File: src/rtl/sensor_meas_ctrl.sv
// Ring-oscillator measurement sequencer: enable, settle, count synchronized
// oscillator pulses over a 2^(win_sel+4) cycle window, then publish the count.
module sensor_meas_ctrl #(
    parameter int unsigned CNT_W      = 16,
    parameter int unsigned SETTLE_CYC = 8
) (
    input  logic             clk,
    input  logic             rst,
    input  logic             ena,
    input  logic             start,
    input  logic             cont,
    input  logic [2:0]       win_sel,
    input  logic             osc_pulse,
    output logic             sens_en,
    output logic             busy,
    output logic [CNT_W-1:0] result,
    output logic             ovf,
    output logic             result_valid
);

    localparam int unsigned TMR_W = 12;
    localparam logic [TMR_W-1:0] SETTLE_LAST = TMR_W'(SETTLE_CYC - 1);
    localparam logic [CNT_W-1:0] ACC_MAX     = '1;

    typedef enum logic [1:0] {
        IDLE,
        SETTLE,
        COUNT,
        DONE
    } state_t;

    state_t           state;
    logic [TMR_W-1:0] timer;
    logic [2:0]       win_lat;
    logic [CNT_W-1:0] acc;
    logic             ovf_int;

    logic [TMR_W-1:0] win_last_c;
    logic [CNT_W-1:0] acc_next_c;
    logic             ovf_next_c;

    // Saturating accumulate; the flag records a pulse lost at full scale.
    always_comb begin
        win_last_c = TMR_W'((TMR_W'(16) << win_lat) - TMR_W'(1));
        acc_next_c = acc;
        ovf_next_c = ovf_int;
        if (osc_pulse) begin
            if (acc == ACC_MAX) begin
                ovf_next_c = 1'b1;
            end else begin
                acc_next_c = acc + CNT_W'(1);
            end
        end
    end

    always_ff @(posedge clk or posedge rst) begin
        if (rst) begin
            state        <= IDLE;
            timer        <= '0;
            win_lat      <= '0;
            acc          <= '0;
            ovf_int      <= 1'b0;
            sens_en      <= 1'b0;
            busy         <= 1'b0;
            result       <= '0;
            ovf          <= 1'b0;
            result_valid <= 1'b0;
        end else begin
            result_valid <= 1'b0;
            case (state)
                IDLE: begin
                    if (ena && (start || cont)) begin
                        state   <= SETTLE;
                        win_lat <= win_sel;
                        acc     <= '0;
                        ovf_int <= 1'b0;
                        timer   <= '0;
                        sens_en <= 1'b1;
                        busy    <= 1'b1;
                    end
                end
                SETTLE: begin
                    if (!ena) begin
                        state   <= IDLE;
                        sens_en <= 1'b0;
                        busy    <= 1'b0;
                    end else if (timer == SETTLE_LAST) begin
                        state <= COUNT;
                        timer <= '0;
                    end else begin
                        timer <= timer + TMR_W'(1);
                    end
                end
                COUNT: begin
                    if (!ena) begin
                        state   <= IDLE;
                        sens_en <= 1'b0;
                        busy    <= 1'b0;
                    end else begin
                        acc     <= acc_next_c;
                        ovf_int <= ovf_next_c;
                        // Last window cycle: its own pulse is folded into result.
                        if (timer == win_last_c) begin
                            state        <= DONE;
                            result       <= acc_next_c;
                            ovf          <= ovf_next_c;
                            result_valid <= 1'b1;
                            sens_en      <= 1'b0;
                        end else begin
                            timer <= timer + TMR_W'(1);
                        end
                    end
                end
                DONE: begin
                    if (ena && cont) begin
                        state   <= SETTLE;
                        win_lat <= win_sel;
                        acc     <= '0;
                        ovf_int <= 1'b0;
                        timer   <= '0;
                        sens_en <= 1'b1;
                    end else begin
                        state <= IDLE;
                        busy  <= 1'b0;
                    end
                end
                default: begin
                    state   <= IDLE;
                    sens_en <= 1'b0;
                    busy    <= 1'b0;
                end
            endcase
        end
    end

endmodule

File: config.mk
export PLATFORM = sky130hd
export DESIGN_NAME = sensor_meas_ctrl
export DESIGN_NICKNAME = d
export VERILOG_FILES = /design/src/rtl/sensor_meas_ctrl.sv
export SDC_FILE = /design/constraint.sdc
export NUM_CORES = 1
export LEC_CHECK = 0
export ABC_CLOCK_PERIOD_IN_PS = 2260
export CAP_MARGIN = 40
export CORE_MARGIN = 8
export CORE_UTILIZATION = 35
export CTS_CLUSTER_DIAMETER = 100
export CTS_CLUSTER_SIZE = 20
export DETAILED_ROUTE_END_ITERATION = 10
export SETUP_SLACK_MARGIN = 0.15
export SYNTH_ARGS = -nofsm -noshare
export SYNTH_HDL_FRONTEND = slang
export SYNTH_SLANG_ARGS = --single-unit
File: constraint.sdc
create_clock -name clk -period 2.26 [get_ports clk]
set_input_delay 0.339 -clock clk [delete_from_list [all_inputs] [get_ports clk]]
set_output_delay 0.339 -clock clk [all_outputs]
set_load 0.02 [all_outputs]
; ---- Word-level counts from Yosys, hierarchy flattened
; Cells that the tools add are included.
[word_totals]
latchBits = 0
mem_bits_rw = 0
input_bits = 9
rom_bits = 0
memories = 0
output_inout_bits = 20
register_bits = 54
[classes]
magnitude_cmp = 0
muxes = 40
eq_ne = 16
addsub = 3
n_div = 0
n_reduce_logical = 14
n_shift = 1
bitwise = 0
multipliers = 0
[ops]
columns = operator, count
row1 = 16-bit 2-to-1 mux, 5
row2 = 12-bit 2-to-1 mux, 6
row3 = 12-bit one-hot mux with 4 select lines, 1
row4 = 16-bit one-hot mux with 3 select lines, 1
row5 = 16-bit by 1-bit adder with 16-bit output (second input constant), 1
row6 = 16-bit equality test (second input constant), 1
row7 = 2-bit inequality test (second input constant), 8
row8 = 1-bit 2-to-1 mux, 15
row9 = 12-bit by 1-bit adder with 12-bit output (second input constant), 1
row10 = 12-bit equality test, 1
row11 = 12-bit by 3-bit equality test with 1-bit output (second input constant), 1
row12 = 3-bit AND reduction, 4
row13 = 5-bit by 3-bit left shift with 12-bit output (first input constant), 1
row14 = 12-bit by 2-bit subtractor with 12-bit output (second input constant), 1
row15 = 2-bit 2-to-1 mux, 5
row16 = 2-bit one-hot mux with 4 select lines, 1
row17 = 4-bit AND reduction, 2
row18 = 3-bit 2-to-1 mux, 2
row19 = 3-bit inequality test (second input constant), 2
row20 = 1-bit one-hot mux with 3 select lines, 2
row21 = 3-bit one-hot mux with 2 select lines, 1
row22 = 5-bit AND reduction, 1
row23 = 2-bit equality test (second input constant), 2
row24 = 1-bit one-hot mux with 4 select lines, 1
row25 = other kinds (7), 8

; ---- Depth between registers and ports, before layout
[depth]
word_depth = 6
depth_mapped = 10

; ---- Least setup slack after synthesis
; No wires, ideal clock.
[synth_path]
kind = register -> register
start = register state[0]
end = register acc[15]
synth_period_minus_slack_ns = 2.071
path_slack_ns = 0.189
arrival_time_ns = 1.940
n_path_buf = 1
setup_ns = 0.131
stages_incl_launch_ff = 9
path_cell_list = dfrtp_1 inv_1 ha_1 or2_2 a211oi_1 nor2_1 clkbuf_1 o21ai_0 o41ai_1
[synth_between]
elab_chain_cells = 3
[synth_rtl]
columns = element, line_no
row1 = start: declaration, 32  ; state_t state;
row2 = start signal: assignment, 58  ; state <= IDLE;
row3 = start signal: assignment, 73  ; state <= SETTLE;
row4 = start signal: assignment, 84  ; state <= IDLE;
row5 = 2-bit equality test / 2-bit zero test (equally long branches), 70  ; case (state)
row6 = 2-bit inequality test (no line) / 3-bit nonzero test (equally long branches), -
row7 = 4-bit AND reduction (no line), -
row8 = end signal: assignment, 100  ; acc <= acc_next_c;
row9 = end: declaration, 35  ; logic [CNT_W-1:0] acc;
; Several ways; a longest one is shown, not always the timed one.
; A chain may end at the register's enable or synchronous reset.

; ---- Worst setup path in the final report
[layout_path]
start = register state[1]
end = register acc[1]
; Same word-level chain as after synthesis.

==> impl_metrics.yaml <==
outcome:
  status: "complete, no violations"
worst_hold_path:
  hold_path.class: "in2async"
power_and_ir_drop:
  power_frac_clock_pct: 22.0
  pwr-share-seq_pct: 36.4
  vdd_drop_max_mv: 0.590
  p_leak_nw: 1.79
  p_comb_share_pct: 41.5
  power_density_nw_per_um2: 741
  intPower_mw: 1.99
  switching_share_pct: 36.7
  p_sw_mw: 1.15
final_layout:
  n_fill_cell: 894
  antenna_cells: 0
  seqCellArea_um2: 1360
  fin_area_um2: 4240
  stdcell_count: 534
  syn2layout_area_growth_pct: 30.4
  multi_input_area_um2: 1890
  final_cell_mix: "dfrtp_1 (51), nor2_1 (38), nand2_1 (36)"
  drive_above_1_share_pct: 24.1
  nNetsFinal: 438
  layout_commonest_cell: "dfrtp_1"
  fin_util_pct: 46.6
yosys:
  ys.flop_type: "dfrtp_1"
  synth_cell_type_count: 55
  ys_ff_latch: 54
  syn_area_um2: 3250
  ys_seq_area_share_pct: 41.6
  ys_warn_count: 0
  avgSynthCellArea_um2: 8.83
  syn_nets: 384
  syn_inst: 368
  synthArstFlopShare_pct: 100
  synth_edf_count: 0
clock_network:
  clk_pin_slew_ps: 110
  clockRootBuffer: "clkbuf_8"
  h-tree-depth: 2
  cts_buffers: 5
  numClockSinks: 54
  insertion_delay_ps: 310
  cts_hold_buffers: 0
  clk_path_buf_depth: 2
  cts_tree: "built"
worst_setup_path:
  crit_path_start_kind: "flop"
  path_class: "reg2reg"
  required_ps: 2470
  cp.arrival_ps: 2310
  worst_setup_path_end_kind: "flop"
  crit_fanout: 7
  rr_worst_depth: 7
place:
  place_inst: 516
  numPortBuffers: 28
  gp_congestion: 0.900
  dp_slack_ps: -107
  dpl.hpwl_um: 5360
  dpl_cell_area_um2: 3800
global_route:
  antenna_found_initial: 0
  grt_max_degree: 45
  grt_overflow: 0
  grt_pass1_vias: 2658
  grtUsageTotal_pct: 11.9
  grt_first_pass_wirelength_um: 12700
timing:
  fin_crit_sh_pct: 92.9
  hold_viol: 0
  fmax_ghz: 0.476
  fin_skew_ps: 7.01
  setup_viol: 0
  worst_slack_ps: 161
  max-slew-margin-rel_pct: 71.3
  rsz0062_at_grt: "yes"
  fin_crit_ps: 2100
  fin_tns_setup_ps: 0
  drv_slew: 0
  max_slew.worst_pin.slew_ps: 428
detailed_routing:
  dr.first_iter.drc_count: 95
  wl_met2_um: 3990
  routedLengthMet1_um: 3650
  ant_nets: 0
  vias: 2840
  drt_pass1_iterations: 4
  viasPerCell: 5.32
  wl_um: 8040
  wire_per_inst_um: 15.1
  dr_wl_met3_um: 333
  drc: 0
  top_layer: "met4"
flow_run:
  cap_violations: 0
die:
  chipWidth_um: 112
  core_area_um2: 9110
  num_rows: 35
  start_util_pct: 35.7
  die_height_um: 112
  boundaryPins: 29
  dieArea_um2: 12600
## through the flow
stage          hold slack (ps)  power, mW
2_1_floorplan              469       1.98
3_3_place_gp               474       2.32
3_5_place_dp               481       2.34
4_1_cts                    281       3.05
5_1_grt                    283       3.36
6_report                   279       3.14
## path summary, 6_finish.rpt
path | startpoint | to | slack (ps)
max | state[1] | acc[1] | 160
min | rst | busy | 280
max reg2reg | state[1] | acc[1] | 160
min reg2reg | acc[9] | acc[9] | 520
max in group asynchronous | rst | timer[5] | 1450
min in group clk | acc[9] | acc[9] | 520
## sequential cells by signal, indices dropped and copies added (netlist names)
| name | count |
|---|---|
| sens_en | 1 |
| result_valid | 1 |
| ovf | 1 |
| win_lat | 3 |
| acc | 16 |
| ovf_int | 1 |
| state | 2 |
| timer | 12 |
| busy | 1 |
| result | 16 |
## metal layers
metal | GRT usage, % | up-vias
met3 | 2.84 | 6
met5 | 0 | -
met4 | 2.34 | 0
met1 | 15.0 | 1355
li1 | - | 1423
met2 | 20.3 | 56
## critical path, cell delays in order (launching register included)
cell and delay, ps:
dfrtp_1 440, ha_1 300, or2_2 350, a211oi_4 320, buf_4 200, or2_2 120
nand2_1 50, a22o_1 220
## Yosys cell counts, drive strengths merged (2+ instances only)
| library cell | n | area share [%] |
|---|---|---|
| xor2 | 4 | 1.1 |
| o31ai | 12 | 3.6 |
| o21ai | 37 | 5.8 |
| nor2b | 3 | 0.58 |
| mux2i | 3 | 0.92 |
| nor4 | 3 | 0.96 |
| nor3 | 8 | 1.7 |
| a211oi | 3 | 0.69 |
| clkbuf | 7 | 0.81 |
| xnor2 | 10 | 2.7 |
| a31oi | 8 | 1.5 |
| nand4 | 3 | 0.58 |
| or4 | 4 | 0.92 |
| o41ai | 3 | 1.0 |
| buf | 14 | 3.2 |
| o22ai | 6 | 1.3 |
| nand3 | 16 | 2.6 |
| nor2 | 41 | 4.7 |
| and3 | 7 | 1.3 |
| or2 | 4 | 0.77 |
| ha | 7 | 2.7 |
| and2 | 2 | 0.38 |
| a22o | 2 | 0.54 |
| a311oi | 2 | 0.54 |
| or3 | 3 | 0.58 |
| a21oi | 25 | 3.8 |
| o21bai | 3 | 0.69 |
| nand2 | 36 | 4.2 |
| inv | 16 | 1.8 |
| nand2b | 3 | 0.58 |
| o2bb2ai | 2 | 0.54 |
| mux2 | 8 | 2.8 |
| dfrtp | 54 | 42 |
## power groups by stage
stage                     sequential [mW]  combinational, mW  clock [mW]
after floorplan                      1.15              0.828           0
after global placement               1.16               1.16           0
after detailed placement             1.16               1.18           0
after CTS                            1.14               1.19       0.715
after global routing                 1.16               1.44       0.759
final                                1.14               1.30       0.693
## logic make-up (layout without fill, tap and decap cells)
logic type	count (synthesis)	count (layout)	share of synthesized area, %
XOR/XNOR	14	14	3.77
multiplexers	11	11	3.69
buffers and inverters	37	92	5.89
adder cells (fa/ha/maj)	7	7	2.69
AO/OA/AOI/OAI	109	109	21.7
flip-flops	54	54	41.6
AND/OR/NAND/NOR	136	136	20.7
## final cells by class
cell class,instances,area share [%]
Tap cell,111,3.28
Sequential cell,54,32.0
Timing Repair Buffer,68,16.0
Clock inverter,3,1.12
Multi-Input combinational cell,277,44.6
Clock buffer,5,1.62
Inverter,16,1.42
## repair_timing
item,4_1_cts,5_1_grt
resized for setup,6,45
setup buffers,1,4
endpoints found under the setup margin,20,43
cloned,0,5
pin swaps,2,8
(Power assumes the default switching activity.)
